--- src/rtl/ap_host_ctrl_pkg.sv ---
// ap_host_ctrl_pkg: shared AP command, column, error and FSM state definitions
package ap_host_ctrl_pkg;

  typedef enum logic [2:0] {
    CMD_OR  = 3'd0,
    CMD_XOR = 3'd1,
    CMD_AND = 3'd2,
    CMD_NOT = 3'd3,
    CMD_ADD = 3'd4,
    CMD_SUB = 3'd5,
    CMD_MUL = 3'd6
  } ap_cmd_e;

  typedef enum logic [1:0] {
    COL_A = 2'd0,
    COL_B = 2'd1,
    COL_C = 2'd2
  } ap_col_e;

  typedef enum logic [1:0] {
    ERR_OK      = 2'd0,
    ERR_CMD     = 2'd1,
    ERR_TIMEOUT = 2'd2
  } ap_err_e;

  typedef enum logic [3:0] {
    ST_IDLE,
    ST_LOAD,
    ST_WR_A,
    ST_WR_B,
    ST_START,
    ST_WAIT_IRQ,
    ST_RD_ISSUE,
    ST_RD_WAIT,
    ST_RD_HOLD,
    ST_FIN
  } ap_state_e;

  // Codes above MUL have no AP meaning and are rejected without touching the AP.
  function automatic logic cmd_ok(input logic [2:0] c);
    return c <= 3'(CMD_MUL);
  endfunction

endpackage

--- src/rtl/ap_host_ctrl.sv ---
// ap_host_ctrl: streams operand pairs into the AP, runs one command, reads results back
module ap_host_ctrl
  import ap_host_ctrl_pkg::*;
#(
  parameter int WORD_SIZE  = 8,
  parameter int ADDR_W     = 9,
  parameter int CELL_QUANT = 512,
  parameter int RD_LAT     = 2,
  parameter int TIMEOUT    = 4096
) (
  input  logic                 clock,
  input  logic                 rst,
  input  logic                 job_valid,
  output logic                 job_ready,
  input  logic [2:0]           job_cmd,
  input  logic [ADDR_W:0]      job_len,
  input  logic                 opnd_valid,
  output logic                 opnd_ready,
  input  logic [WORD_SIZE-1:0] opnd_a,
  input  logic [WORD_SIZE-1:0] opnd_b,
  output logic                 res_valid,
  input  logic                 res_ready,
  output logic [WORD_SIZE-1:0] res_data,
  output logic                 busy,
  output logic                 done,
  output logic [1:0]           err,
  output logic [ADDR_W-1:0]    ap_addr,
  output logic [WORD_SIZE-1:0] ap_wdata,
  output logic                 ap_mode,
  output logic                 ap_op_direction,
  output logic [2:0]           ap_cmd,
  output logic [1:0]           ap_sel_col,
  output logic                 ap_sel_internal_col,
  output logic                 ap_write_en,
  output logic                 ap_read_en,
  input  logic [WORD_SIZE-1:0] ap_rdata,
  input  logic                 ap_irq
);

  localparam int WAIT_W = $clog2(TIMEOUT + 1);
  localparam logic [ADDR_W:0] LEN_MAX = (ADDR_W + 1)'(CELL_QUANT);
  localparam logic [WAIT_W-1:0] WAIT_LAST = WAIT_W'(TIMEOUT - 1);
  localparam logic [WAIT_W-1:0] LAT_LAST = WAIT_W'(RD_LAT - 2);

  ap_state_e            r_state, w_state;
  ap_err_e              r_err, w_err;
  logic [2:0]           r_cmd, w_cmd;
  logic [ADDR_W:0]      r_len, w_len;
  logic [ADDR_W:0]      r_cnt, w_cnt;
  logic [WAIT_W-1:0]    r_wait, w_wait;
  logic [WORD_SIZE-1:0] r_a, w_a;
  logic [WORD_SIZE-1:0] r_b, w_b;
  logic [WORD_SIZE-1:0] r_res, w_res;
  logic [ADDR_W:0]      w_cnt_inc;
  logic [ADDR_W:0]      w_len_clamp;
  logic                 w_more;

  assign w_cnt_inc           = r_cnt + 1'b1;
  assign w_more              = w_cnt_inc < r_len;
  assign w_len_clamp         = (job_len > LEN_MAX) ? LEN_MAX : job_len;
  assign busy                = r_state != ST_IDLE;
  assign res_data            = r_res;
  assign ap_addr             = r_cnt[ADDR_W-1:0];
  assign ap_op_direction     = 1'b0;
  assign ap_sel_internal_col = 1'b0;

  // Next-state and output decode; one cell counter serves both the load and the readback phase.
  always_comb begin
    w_state     = r_state;
    w_err       = r_err;
    w_cmd       = r_cmd;
    w_len       = r_len;
    w_cnt       = r_cnt;
    w_wait      = r_wait;
    w_a         = r_a;
    w_b         = r_b;
    w_res       = r_res;
    job_ready   = 1'b0;
    opnd_ready  = 1'b0;
    res_valid   = 1'b0;
    done        = 1'b0;
    err         = 2'(ERR_OK);
    ap_mode     = 1'b0;
    ap_cmd      = 3'd0;
    ap_sel_col  = 2'(COL_A);
    ap_wdata    = '0;
    ap_write_en = 1'b0;
    ap_read_en  = 1'b0;
    case (r_state)
      ST_IDLE: begin
        job_ready = !rst;
        if (job_valid && !rst) begin
          w_cmd   = job_cmd;
          w_len   = w_len_clamp;
          w_cnt   = '0;
          w_err   = cmd_ok(job_cmd) ? ERR_OK : ERR_CMD;
          w_state = (!cmd_ok(job_cmd) || job_len == '0) ? ST_FIN : ST_LOAD;
        end
      end
      ST_LOAD: begin
        opnd_ready = 1'b1;
        if (opnd_valid) begin
          w_a     = opnd_a;
          w_b     = opnd_b;
          w_state = ST_WR_A;
        end
      end
      ST_WR_A: begin
        ap_write_en = 1'b1;
        ap_wdata    = r_a;
        w_state     = ST_WR_B;
      end
      ST_WR_B: begin
        ap_write_en = 1'b1;
        ap_sel_col  = 2'(COL_B);
        ap_wdata    = r_b;
        w_cnt       = w_cnt_inc;
        w_state     = w_more ? ST_LOAD : ST_START;
      end
      ST_START: begin
        ap_mode = 1'b1;
        ap_cmd  = r_cmd;
        w_wait  = '0;
        w_state = ST_WAIT_IRQ;
      end
      ST_WAIT_IRQ: begin
        ap_mode = 1'b1;
        ap_cmd  = r_cmd;
        if (ap_irq) begin
          w_cnt   = '0;
          w_state = ST_RD_ISSUE;
        end else if (r_wait == WAIT_LAST) begin
          w_err   = ERR_TIMEOUT;
          w_state = ST_FIN;
        end else begin
          w_wait = r_wait + 1'b1;
        end
      end
      ST_RD_ISSUE: begin
        ap_read_en = 1'b1;
        ap_sel_col = 2'(COL_C);
        w_wait     = '0;
        w_state    = ST_RD_WAIT;
      end
      ST_RD_WAIT: begin
        if (r_wait == LAT_LAST) begin
          w_res   = ap_rdata;
          w_state = ST_RD_HOLD;
        end else begin
          w_wait = r_wait + 1'b1;
        end
      end
      ST_RD_HOLD: begin
        res_valid = 1'b1;
        if (res_ready) begin
          w_cnt   = w_cnt_inc;
          w_state = w_more ? ST_RD_ISSUE : ST_FIN;
        end
      end
      ST_FIN: begin
        done    = 1'b1;
        err     = 2'(r_err);
        w_state = ST_IDLE;
      end
      default: w_state = ST_IDLE;
    endcase
  end

  // State and datapath registers with synchronous reset.
  always_ff @(posedge clock) begin
    if (rst) begin
      r_state <= ST_IDLE;
      r_err   <= ERR_OK;
      r_cmd   <= '0;
      r_len   <= '0;
      r_cnt   <= '0;
      r_wait  <= '0;
      r_a     <= '0;
      r_b     <= '0;
      r_res   <= '0;
    end else begin
      r_state <= w_state;
      r_err   <= w_err;
      r_cmd   <= w_cmd;
      r_len   <= w_len;
      r_cnt   <= w_cnt;
      r_wait  <= w_wait;
      r_a     <= w_a;
      r_b     <= w_b;
      r_res   <= w_res;
    end
  end

endmodule

--- config.mk ---
export PLATFORM = sky130hd
export DESIGN_NAME = ap_host_ctrl
export DESIGN_NICKNAME = d
export VERILOG_FILES = /design/src/rtl/ap_host_ctrl_pkg.sv /design/src/rtl/ap_host_ctrl.sv
export SDC_FILE = /design/constraint.sdc
export NUM_CORES = 1
export LEC_CHECK = 0
export ABC_AREA = 1
export CAP_MARGIN = 20
export CORE_MARGIN = 2
export CORE_UTILIZATION = 54
export DETAILED_ROUTE_END_ITERATION = 10
export PLACE_DENSITY = 0.93
export SETUP_SLACK_MARGIN = 0.05
export SYNTH_ARGS = -nofsm -noshare
export SYNTH_HDL_FRONTEND = slang
export SYNTH_SLANG_ARGS = --single-unit
--- constraint.sdc ---
create_clock -name clock -period 5 [get_ports clock]
set_input_delay 1 -clock clock [delete_from_list [all_inputs] [get_ports clock]]
set_output_delay 1 -clock clock [all_outputs]
set_load 0.03 [all_outputs]
==> results.sh, run 1 <==
export IMPL_vias=3679
export IMPL_numCtsBuffers=9
export IMPL_synth_top_cells_by_area="dfxtp_1, nand2_1, inv_1"
export IMPL_synth_edf_count=0
export IMPL_initialDrtViolationCount=173
export IMPL_synthArstFlopShare_pct=0
export IMPL_ctsResizeCount=0
export IMPL_fmax_ghz=0.283
export IMPL_synth_top_cells_by_count="nand2_1, inv_1, dfxtp_1, nor2_1, a21oi_1"
export IMPL_cts_sinks=66
export IMPL_hp_class="flip-flop to flip-flop"
export IMPL_synth_distinct_cells=37
export IMPL_r2r_end="r_state[2]$_SDFFE_PP0P_"
export IMPL_synth_ff_type="dfxtp_1"
export IMPL_viasPerCell=5.30
export IMPL_postRouteAntennaNets=0
export IMPL_yosysTopAreaCellShare_pct=35.8
export IMPL_min_path_cells=2
export IMPL_path_cells="clkdlybuf4s50_1 > buf_4 > nor2_1 > clkdlybuf4s50_1"
export IMPL_post_cts_setup_buffers=0
export IMPL_fin_ws_ns=1.46
export IMPL_worstPathRequired_ns=4.00
export IMPL_yosys_warnings=0
export IMPL_drc_errors=0
export IMPL_ctsHtreeMaxLevel=3
export IMPL_place_gp_congestion=0.917
export IMPL_port_buffers=82
export IMPL_synth_cells=539
export IMPL_syn_area_mm2=0.00369
export IMPL_clk_latency_ns=0.35
export IMPL_clk_transition_reported_paths_ns=0.07
export IMPL_syn_avg_cell_area_um2=6.85
export IMPL_regToRegSetupSlack_ns=2.30
export IMPL_slowest_delay_ns=0.60
export IMPL_max_cap_violations=0
export IMPL_num_antenna_cells=0
export IMPL_nets=664
export IMPL_arrival_ns=2.54
export IMPL_finalNonFillerCells=694
export IMPL_drive_above_1_share_pct=6.84
export IMPL_start_util_pct=55.0
export IMPL_final_max_slew_violation_count=0
export IMPL_crit_top_cell="clkdlybuf4s50_1"
export IMPL_max_slew_margin_rel_pct=45.1
export IMPL_drtPass1Iterations=7
export IMPL_reg2regPathDepth=15
export IMPL_die_w_um=86.7
export IMPL_slowest_stage="clkdlybuf4s50_1"
export IMPL_yosysMostFrequentCell="nand2_1"
export IMPL_preCtsSetupSlack_ns=1.45
export IMPL_finalSetupTns_ns=0
export IMPL_hold_start="r_a[5]$_SDFFE_PP0P_"
export IMPL_vdd_drop_max_uv=250
export IMPL_finalWirelength_um=9090
export IMPL_path_buf_inv=3
export IMPL_fp_coreArea_mm2=0.00672
export IMPL_fp_dieH_um=86.7
export IMPL_tightestPinTransition_ns=0.822
export IMPL_p_total_w=0.00158
export IMPL_crit_path_start="rst"
export IMPL_power_density_mw_per_mm2=335
export IMPL_grt_pass1_wl_um=14900
export IMPL_critical_path_max_fanout=41
export IMPL_path_class="input pin to output port"
export IMPL_die_area_mm2=0.00752
export IMPL_cpLargestDelayFamily="buffers and inverters"
export IMPL_leakage_nw=1.85
export IMPL_timing_final_crit_period_ns=3.54
export IMPL_hpwl_um=6800
export IMPL_rows=30
export IMPL_finalSetupViolCount=0
export IMPL_period_share_pct=70.7
export IMPL_root_buffer="clkbuf_8"
export IMPL_grt_max_degree=42
export IMPL_hold_violations=0
export IMPL_min_delay_worst_endpoint="r_a[5]$_SDFFE_PP0P_"
export IMPL_start_kind="input pin"
export IMPL_hold_buffers=0
export IMPL_tritoncts="yes"
export IMPL_skew_ns=0.00793
export IMPL_synth_top_cell_by_area="dfxtp_1"
export IMPL_antenna_found_initial=0
export IMPL_rr_startpoint="r_cnt[0]$_SDFFE_PP0P_"
export IMPL_endpoint_kind="output port"
export IMPL_clk_path_buf_depth=2
export IMPL_wl_per_cell_um=13.1
export IMPL_grt_total_usage_pct=24.8
export IMPL_seq_area_frac_synth_pct=35.8
export IMPL_status="finished clean"
export IMPL_grt_pass1_vias=3388
export IMPL_grt_overflow_total=0
export IMPL_syn2layout_area_growth_pct=27.3
export IMPL_synth_seq_cells=66
export IMPL_dp_cells=678
export IMPL_ioPinCount=85
export IMPL_rsz0062_at_grt="false"
export IMPL_final_util_pct=70.0
[logic make-up (layout without fill, tap and decap cells)]
kind of cell    count (synthesis)  in the layout  synth area share [%]
compound gates                105            105                  16.0
xor+xnor                       15             15                  3.56
fa+ha+maj                      12             12                  4.06
buf+inv                       116            190                  13.3
flops                          66             66                  35.8
other cells                     1              2                 0.102
simple gates                  224            224                  27.3
[registers in the layout, summed over array words and instances, names as in the netlist]
signal / cells
r_a: 8
res_data: 8
r_wait: 13
r_cnt: 10
r_cmd: 3
r_len: 10
r_b: 8
r_err: 2
r_state: 4
[metrics by stage]
stage          instance area (µm²)  hold slack, ns
6_report                      4700           0.453
2_1_floorplan                 3700           0.430
5_1_grt                       4700           0.478
3_3_place_gp                  4480           0.440
4_1_cts                       4700           0.458
3_5_place_dp                  4480           0.447
[report_power, final]
part           internal (W)  leakage [nW]  switching [W]  total [W]
logic              0.000159          1.21       0.000299   0.000458
registers          0.000580         0.535      0.0000281   0.000608
clock network      0.000285         0.110       0.000225   0.000509
[final cells by class]
class,count,area (µm²)
Clock inverter,7,103
Inverter,91,342
Tap cell,80,100
Fill cell,545,2020
Timing Repair Buffer,83,828
Multi-Input combinational cell,358,1890
Clock buffer,9,124
Sequential cell,66,1320
[worst max-delay path by stage]
stage | end | slack, ns | cells past startpoint
after floorplan | ap_wdata[0] | 2.11 | 5
after global placement | job_ready | 1.46 | 4
after detailed placement | job_ready | 1.45 | 4
after CTS | job_ready | 1.45 | 4
after global routing | ap_wdata[0] | 1.39 | 5
final | job_ready | 1.46 | 4
[worst reg2reg max path: stages, from the launching register on]
cell and delay [ns]:
dfxtp_1 0.48, ha_1 0.24, nand3_1 0.13, nor2_1 0.17, nand4_1 0.12, xor2_1 0.16
inv_1 0.09, ha_1 0.28, nand2_1 0.08, inv_1 0.05, a21oi_1 0.29, nand3_1 0.14
a21oi_1 0.17, nand2_1 0.07, nand2_1 0.05, a21oi_1 0.05
[layer usage]
layer | track usage [%] | share of wire [%] | vias to the layer above | wire length (µm)
met3 | 4.48 | 4.4 | 24 | 401
met4 | 11.8 | 2.9 | 0 | 266
met5 | 0 | 0 | - | 0
li1 | - | - | 1854 | -
met1 | 29.4 | 42 | 1681 | 3810
met2 | 43.4 | 51 | 120 | 4610
[placed cells by master, fill, tap and decap left out, drive strengths merged, types with 9 or more instances in the layout]
cell type      Yosys  routed
dfxtp             66      66
a211oi            10      10
ha                12      12
nand3             26      26
nor2              70      70
inv               91      92
nand2            106     106
nand4              9       9
nor3               9       9
clkdlybuf4s50      0      82
o21ai             26      26
xor2              14      14
clkbuf             7       9
a21oi             52      52
No activity file was read; power rests on OpenSTA's default activity.
==> run 2: changes to the inputs <==
CORE_UTILIZATION = 46   (was 54)
PLACE_DENSITY = 0.85   (was 0.93)
clock period = 3.2 ns   (was 5 ns; I/O delays follow)
==> results.sh, run 2 (synthesis gave the netlist of run 1 again) <==
export IMPL_status="finished clean"
export IMPL_period_share_pct=91.0
export IMPL_hpwl_um=7280
export IMPL_port_buffers=82
export IMPL_finalNonFillerCells=718
export IMPL_nets=666
export IMPL_min_path_cells=2
export IMPL_fmax_ghz=0.343
export IMPL_critical_path_max_fanout=7
export IMPL_clk_path_buf_depth=2
export IMPL_post_cts_setup_buffers=0
export IMPL_viasPerCell=5.17
export IMPL_slowest_delay_ns=0.68
export IMPL_grt_max_degree=41
export IMPL_leakage_nw=1.85
export IMPL_p_int_w=0.00154
export IMPL_cts_sinks=66
export IMPL_clk_latency_ns=0.35
export IMPL_drc_errors=0
export IMPL_hp_class="flip-flop to flip-flop"
export IMPL_arrival_ns=2.27
export IMPL_drtPass1Iterations=5
export IMPL_rsz0062_at_grt="false"
export IMPL_grt_overflow_total=0
export IMPL_fp_dieH_um=93.6
export IMPL_tritoncts="yes"
export IMPL_ioPinCount=85
export IMPL_path_class="flip-flop to output port"
export IMPL_grt_pass1_wl_um=16000
export IMPL_top_regs="r_wait (13), r_cnt (10), r_len (10)"
export IMPL_timing_final_crit_period_ns=2.91
export IMPL_power_density_mw_per_mm2=506
export IMPL_fp_coreArea_mm2=0.00777
export IMPL_ctsResizeCount=0
export IMPL_layout_common_cells="nand2_1, clkdlybuf4s50_1, inv_1, dfxtp_1, nor2_1"
export IMPL_finalSetupTns_ns=0
export IMPL_antenna_found_initial=0
export IMPL_vias=3709
export IMPL_finalSetupViolCount=0
export IMPL_ff_latch_area_mm2=0.00132
export IMPL_fillers=674
export IMPL_stdcell_area_mm2=0.00472
export IMPL_endpoint_kind="output port"
export IMPL_largest_reg_flops=13
export IMPL_top_register="r_wait"
export IMPL_netSwitchingFraction_pct=35.7
export IMPL_syn2layout_area_growth_pct=27.8
export IMPL_worstPathRequired_ns=2.56
export IMPL_reg2regPathDepth=15
export IMPL_hold_buffers=0
export IMPL_dpl_cell_area_mm2=0.00452
export IMPL_start_kind="flip-flop"
export IMPL_clkPwrFrac_pct=29.9
export IMPL_die_area_mm2=0.00876
export IMPL_skew_ns=0.00809
export IMPL_place_gp_congestion=0.849
export IMPL_max_cap_violations=0
export IMPL_wl_per_cell_um=13.3
export IMPL_p_switching_w=0.000853
export IMPL_grt_total_usage_pct=23.0
export IMPL_dp_cells=702
export IMPL_rows=32
export IMPL_initialDrtViolationCount=248
export IMPL_layout_commonest_cell="nand2_1"
export IMPL_tightestPinTransition_ns=0.821
export IMPL_postRouteAntennaNets=0
export IMPL_clk_transition_reported_paths_ns=0.08
export IMPL_die_w_um=93.6
export IMPL_holdWs_ns=0.452
export IMPL_start_util_pct=47.6
export IMPL_num_antenna_cells=0
export IMPL_final_max_slew_violation_count=0
export IMPL_combPwrFrac_pct=30.3
export IMPL_ctsHtreeMaxLevel=3
export IMPL_root_buffer="clkbuf_8"
export IMPL_fin_ws_ns=0.287
export IMPL_preCtsSetupSlack_ns=0.592
export IMPL_p_seq_share_pct=39.9
export IMPL_grt_pass1_vias=3518
export IMPL_vdd_drop_max_uv=306
export IMPL_slowest_stage="clkdlybuf4s50_1"
export IMPL_multiInputGateArea_mm2=0.00189
export IMPL_numCtsBuffers=9
export IMPL_max_slew_margin_rel_pct=45.1
export IMPL_path_cells="inv_2 > nor2_2 > inv_2 > nor2_1 > inv_1 > nor2_1 > clkdlybuf4s50_1"
export IMPL_hold_violations=0
export IMPL_finalWirelength_um=9540
export IMPL_drive_above_1_share_pct=7.14
run 2: cell type report:
class                           instances  area share (%)
Clock inverter                          6            1.35
Sequential cell                        66            28.0
Clock buffer                           10            2.92
Inverter                               91            7.24
Multi-Input combinational cell        358            39.9
Timing Repair Buffer                   85            17.9
Tap cell                              102            2.70
run 2: per-layer routing:
metal	wire length, µm	up-vias	global-route usage (%)
met1	4060	1691	28.3
met5	0	-	0
met2	4640	134	38.2
met4	235	0	10.0
li1	-	1865	-
met3	597	19	5.48
run 2: final timing paths:
check	from	slack, ns	end
max	r_state[2]$_SDFFE_PP0P_	0.29	ap_cmd[1]
min reg2reg	r_b[0]$_SDFFE_PP0P_	0.45	r_b[0]$_SDFFE_PP0P_
max reg2reg	r_cnt[0]$_SDFFE_PP0P_	0.52	r_state[0]$_SDFFE_PP0P_
min	r_b[0]$_SDFFE_PP0P_	0.45	r_b[0]$_SDFFE_PP0P_
run 2: per-stage QoR:
stage               utilization (%)  total power, W
floorplan                         -         0.00147
global placement               58.2         0.00166
detailed placement             58.2         0.00169
CTS                            60.8         0.00240
global route                   60.8         0.00253
finish                         60.8         0.00239
run 2: worst max-delay path, delay by kind of cell (launching register included):
| family | cells | cell delay [ns] |
|---|---|---|
| buffers and inverters | 4 | 0.99 |
| flip-flops | 1 | 0.46 |
| AND/OR/NAND/NOR | 3 | 0.48 |
run 2: power by group through the flow:
stage	combinational (W)	clock [W]	sequential [W]
after CTS	0.000721	0.000722	0.000952
after floorplan	0.000519	0	0.000947
after global placement	0.000697	0	0.000967
after global routing	0.000806	0.000763	0.000962
final	0.000723	0.000714	0.000953
after detailed placement	0.000716	0	0.000972
==> patch, RTL diff (settings of run 1) <==
Make the reset (`rst`) asynchronous in one clocked block. Comments in the files are not updated.
--- a/src/rtl/ap_host_ctrl.sv
+++ b/src/rtl/ap_host_ctrl.sv
@@ -169,3 +169,3 @@
   // State and datapath registers with synchronous reset.
-  always_ff @(posedge clock) begin
+  always_ff @(posedge clock or posedge rst) begin
     if (rst) begin
Function: differs if rst is asserted again (counterexample within 4 cycles, from zero or initial values and one cycle with rst high); with rst held inactive, the same outputs for 10 cycles.
==> patch against run 1 <==
- first-iteration DRC count rose by 36%
- final area rose by 5.7%
- sequential cell count did not move
- area after synthesis rose by 5.8%
- core utilization fell by 0.36 points
- count of clock-buffer cells in the layout did not move
- sequential share of layout area rose by 5.1 points
- global-route usage fell by 0.74 points
- synthesized cell count fell by 14%
- setup slack improved by 0.070 ns
- routed wire length fell by 0.83%
- critical path depth rose by 2
Power is not compared: it rests on default switching activity, and its combinational part moved more than twofold at a synthesized area within 25%.
==> patch: results (changes against run 1) <==
| Metric | Value |
|---|---|
| DPL Wire Length | 6.60 mm (-3.0%) |
| First-pass GRT wire length | 14.8 mm (-0.65%) |
| Signal buffers | 84 (+1.2%) |
| Crit Reg-Reg Startpoint | r_cnt[0] |
| Transition time at the pin with the least slew margin | 0.929 ns (+0.107 ns) |
| Signal arrival time at the worst endpoint | 2.47 ns (-0.07 ns) |
| Library cells used by synthesis | 35 (-5.4%) |
| Highest fanout seen on the critical path | 9 (-78%) |
| Avg Vias per Cell | 5.15 (-2.8%) |
| Inverters, non-clock | 70 (-23%) |
| Post-synth top flop | dfrtp_1 |
| Final non-clock buffer share | 16.8% (-0.79 points) |
| Sequential cell area fraction in the yosys report | 42.3% (+6.5 points) |
| Mean Syn Cell Area | 8.40 um^2 (+23%) |
| Maximum number of pins on one net before global-route repair | 67 (+60%) |
| Ratio of cells with drive above 1 in the final layout | 14.6% (+7.8 points) |
| Dominant cells by area after synthesis | dfrtp_1 42%, nand2_1 9.1%, mux2_2 6.3% |
| Fraction of area in multi-input gates | 37.2% (-2.9 points) |
| Multi-input combinational cell count | 312 (-13%) |
| Drt pass-1 iters | 5 (-2) |
| Clock buf/inv share | 4.83% (+0.019 points) |
| Via count of the first global-routing pass | 3,330 (-1.7%) |
| Result of the run | finished, final reports clean |
| Cell Count Post-Placement | 630 (-7.1%) |
| GRT met1 Usage | 27.1% (-2.3 points) |
| Nets@finish | 598 (-9.9%) |
| Async SR Flop Fraction | 100% (+100 points) |
| Number of design-rule violations left by the first detailed-router iteration | 236 (+36%) |
| Startpoint of the worst hold path | r_err[1] |
| Post-synthesis share of cell area spent on xor and xnor gates | 3.81% (+0.25 points) |
| Arithmetic-cell share of the synthesized area counting full adders, half adders and majority gates | 3.84% (-0.22 points) |
| GR met2 Demand/Resource | 43.6% (+0.27 points) |
| Fill cells | 549 (+0.73%) |
| Clock Skews | 0.00758 ns (-0.000358 ns) |
| Proportion of synthesized area in mux cells | 6.60% (+6.6 points) |
| Register-to-register setup slack | 2.26 ns (-0.04 ns) |
| Met3 capacity usage during global routing | 7.48% (+3.0 points) |
| Top post-synthesis cells by count | 95 x nand2_1, 66 x dfrtp_1, 61 x inv_1 |
[patch: cell types whose count changed after synthesis, moves of 7 or more]
cell / delta
o21ai_2: +11
o21ai_0: -7
nor2_1: -11
a21oi_1: -45
a211oi_1: -10
nand2_1: -11
inv_1: -20
dfrtp_1: +66
mux2_2: +22
dfxtp_1: -66
[patch: stage by stage]
stage / util, % / worst slack, ns / hold slack [ns] / power, uW / area [um^2]
6_report: 69.6 / 1.53 / 0.489 / 2630 / 4970
5_1_grt: 69.6 / 1.37 / 0.524 / 2800 / 4970
4_1_cts: 69.5 / 1.55 / 0.487 / 2630 / 4960
3_5_place_dp: 66.2 / 1.67 / 0.468 / 2070 / 4720
3_3_place_gp: 66.2 / 1.67 / 0.463 / 2010 / 4720
2_1_floorplan: - / 1.67 / 0.442 / 1740 / 3910
[patch: worst paths after layout]
| kind | end | depth (start not counted) |
|---|---|---|
| worst max-delay path | ap_wdata[7] | 6 |
| worst min-delay path | r_err[1] | 2 |
| worst max register to register | r_state[0] | 17 |
| worst min register to register | r_err[1] | 2 |
| max in group asynchronous | r_a[2] | 3 |
| min in group asynchronous | r_len[8] | 3 |
[patch: worst reg2reg max path, delay by kind of cell, from the launching register on]
family / cells / cell delay [ns]
compound gates: 2 / 0.31
xor+xnor: 1 / 0.19
fa+ha+maj: 2 / 0.51
buf+inv: 2 / 0.12
flops: 1 / 0.48
simple gates: 10 / 1.02
[patch: routing by layer]
metal	vias up	routed length, um
li1	1630	-
met1	1575	3590
met2	103	4680
met3	25	552
met4	0	195
met5	-	0
[patch: power by group]
part           leakage, uW  switching (uW)  total [uW]  internal (uW)
Combinational      0.00135             764        1230            469
Sequential        0.000827             125         841            716
Clock             0.000120             223         554            331
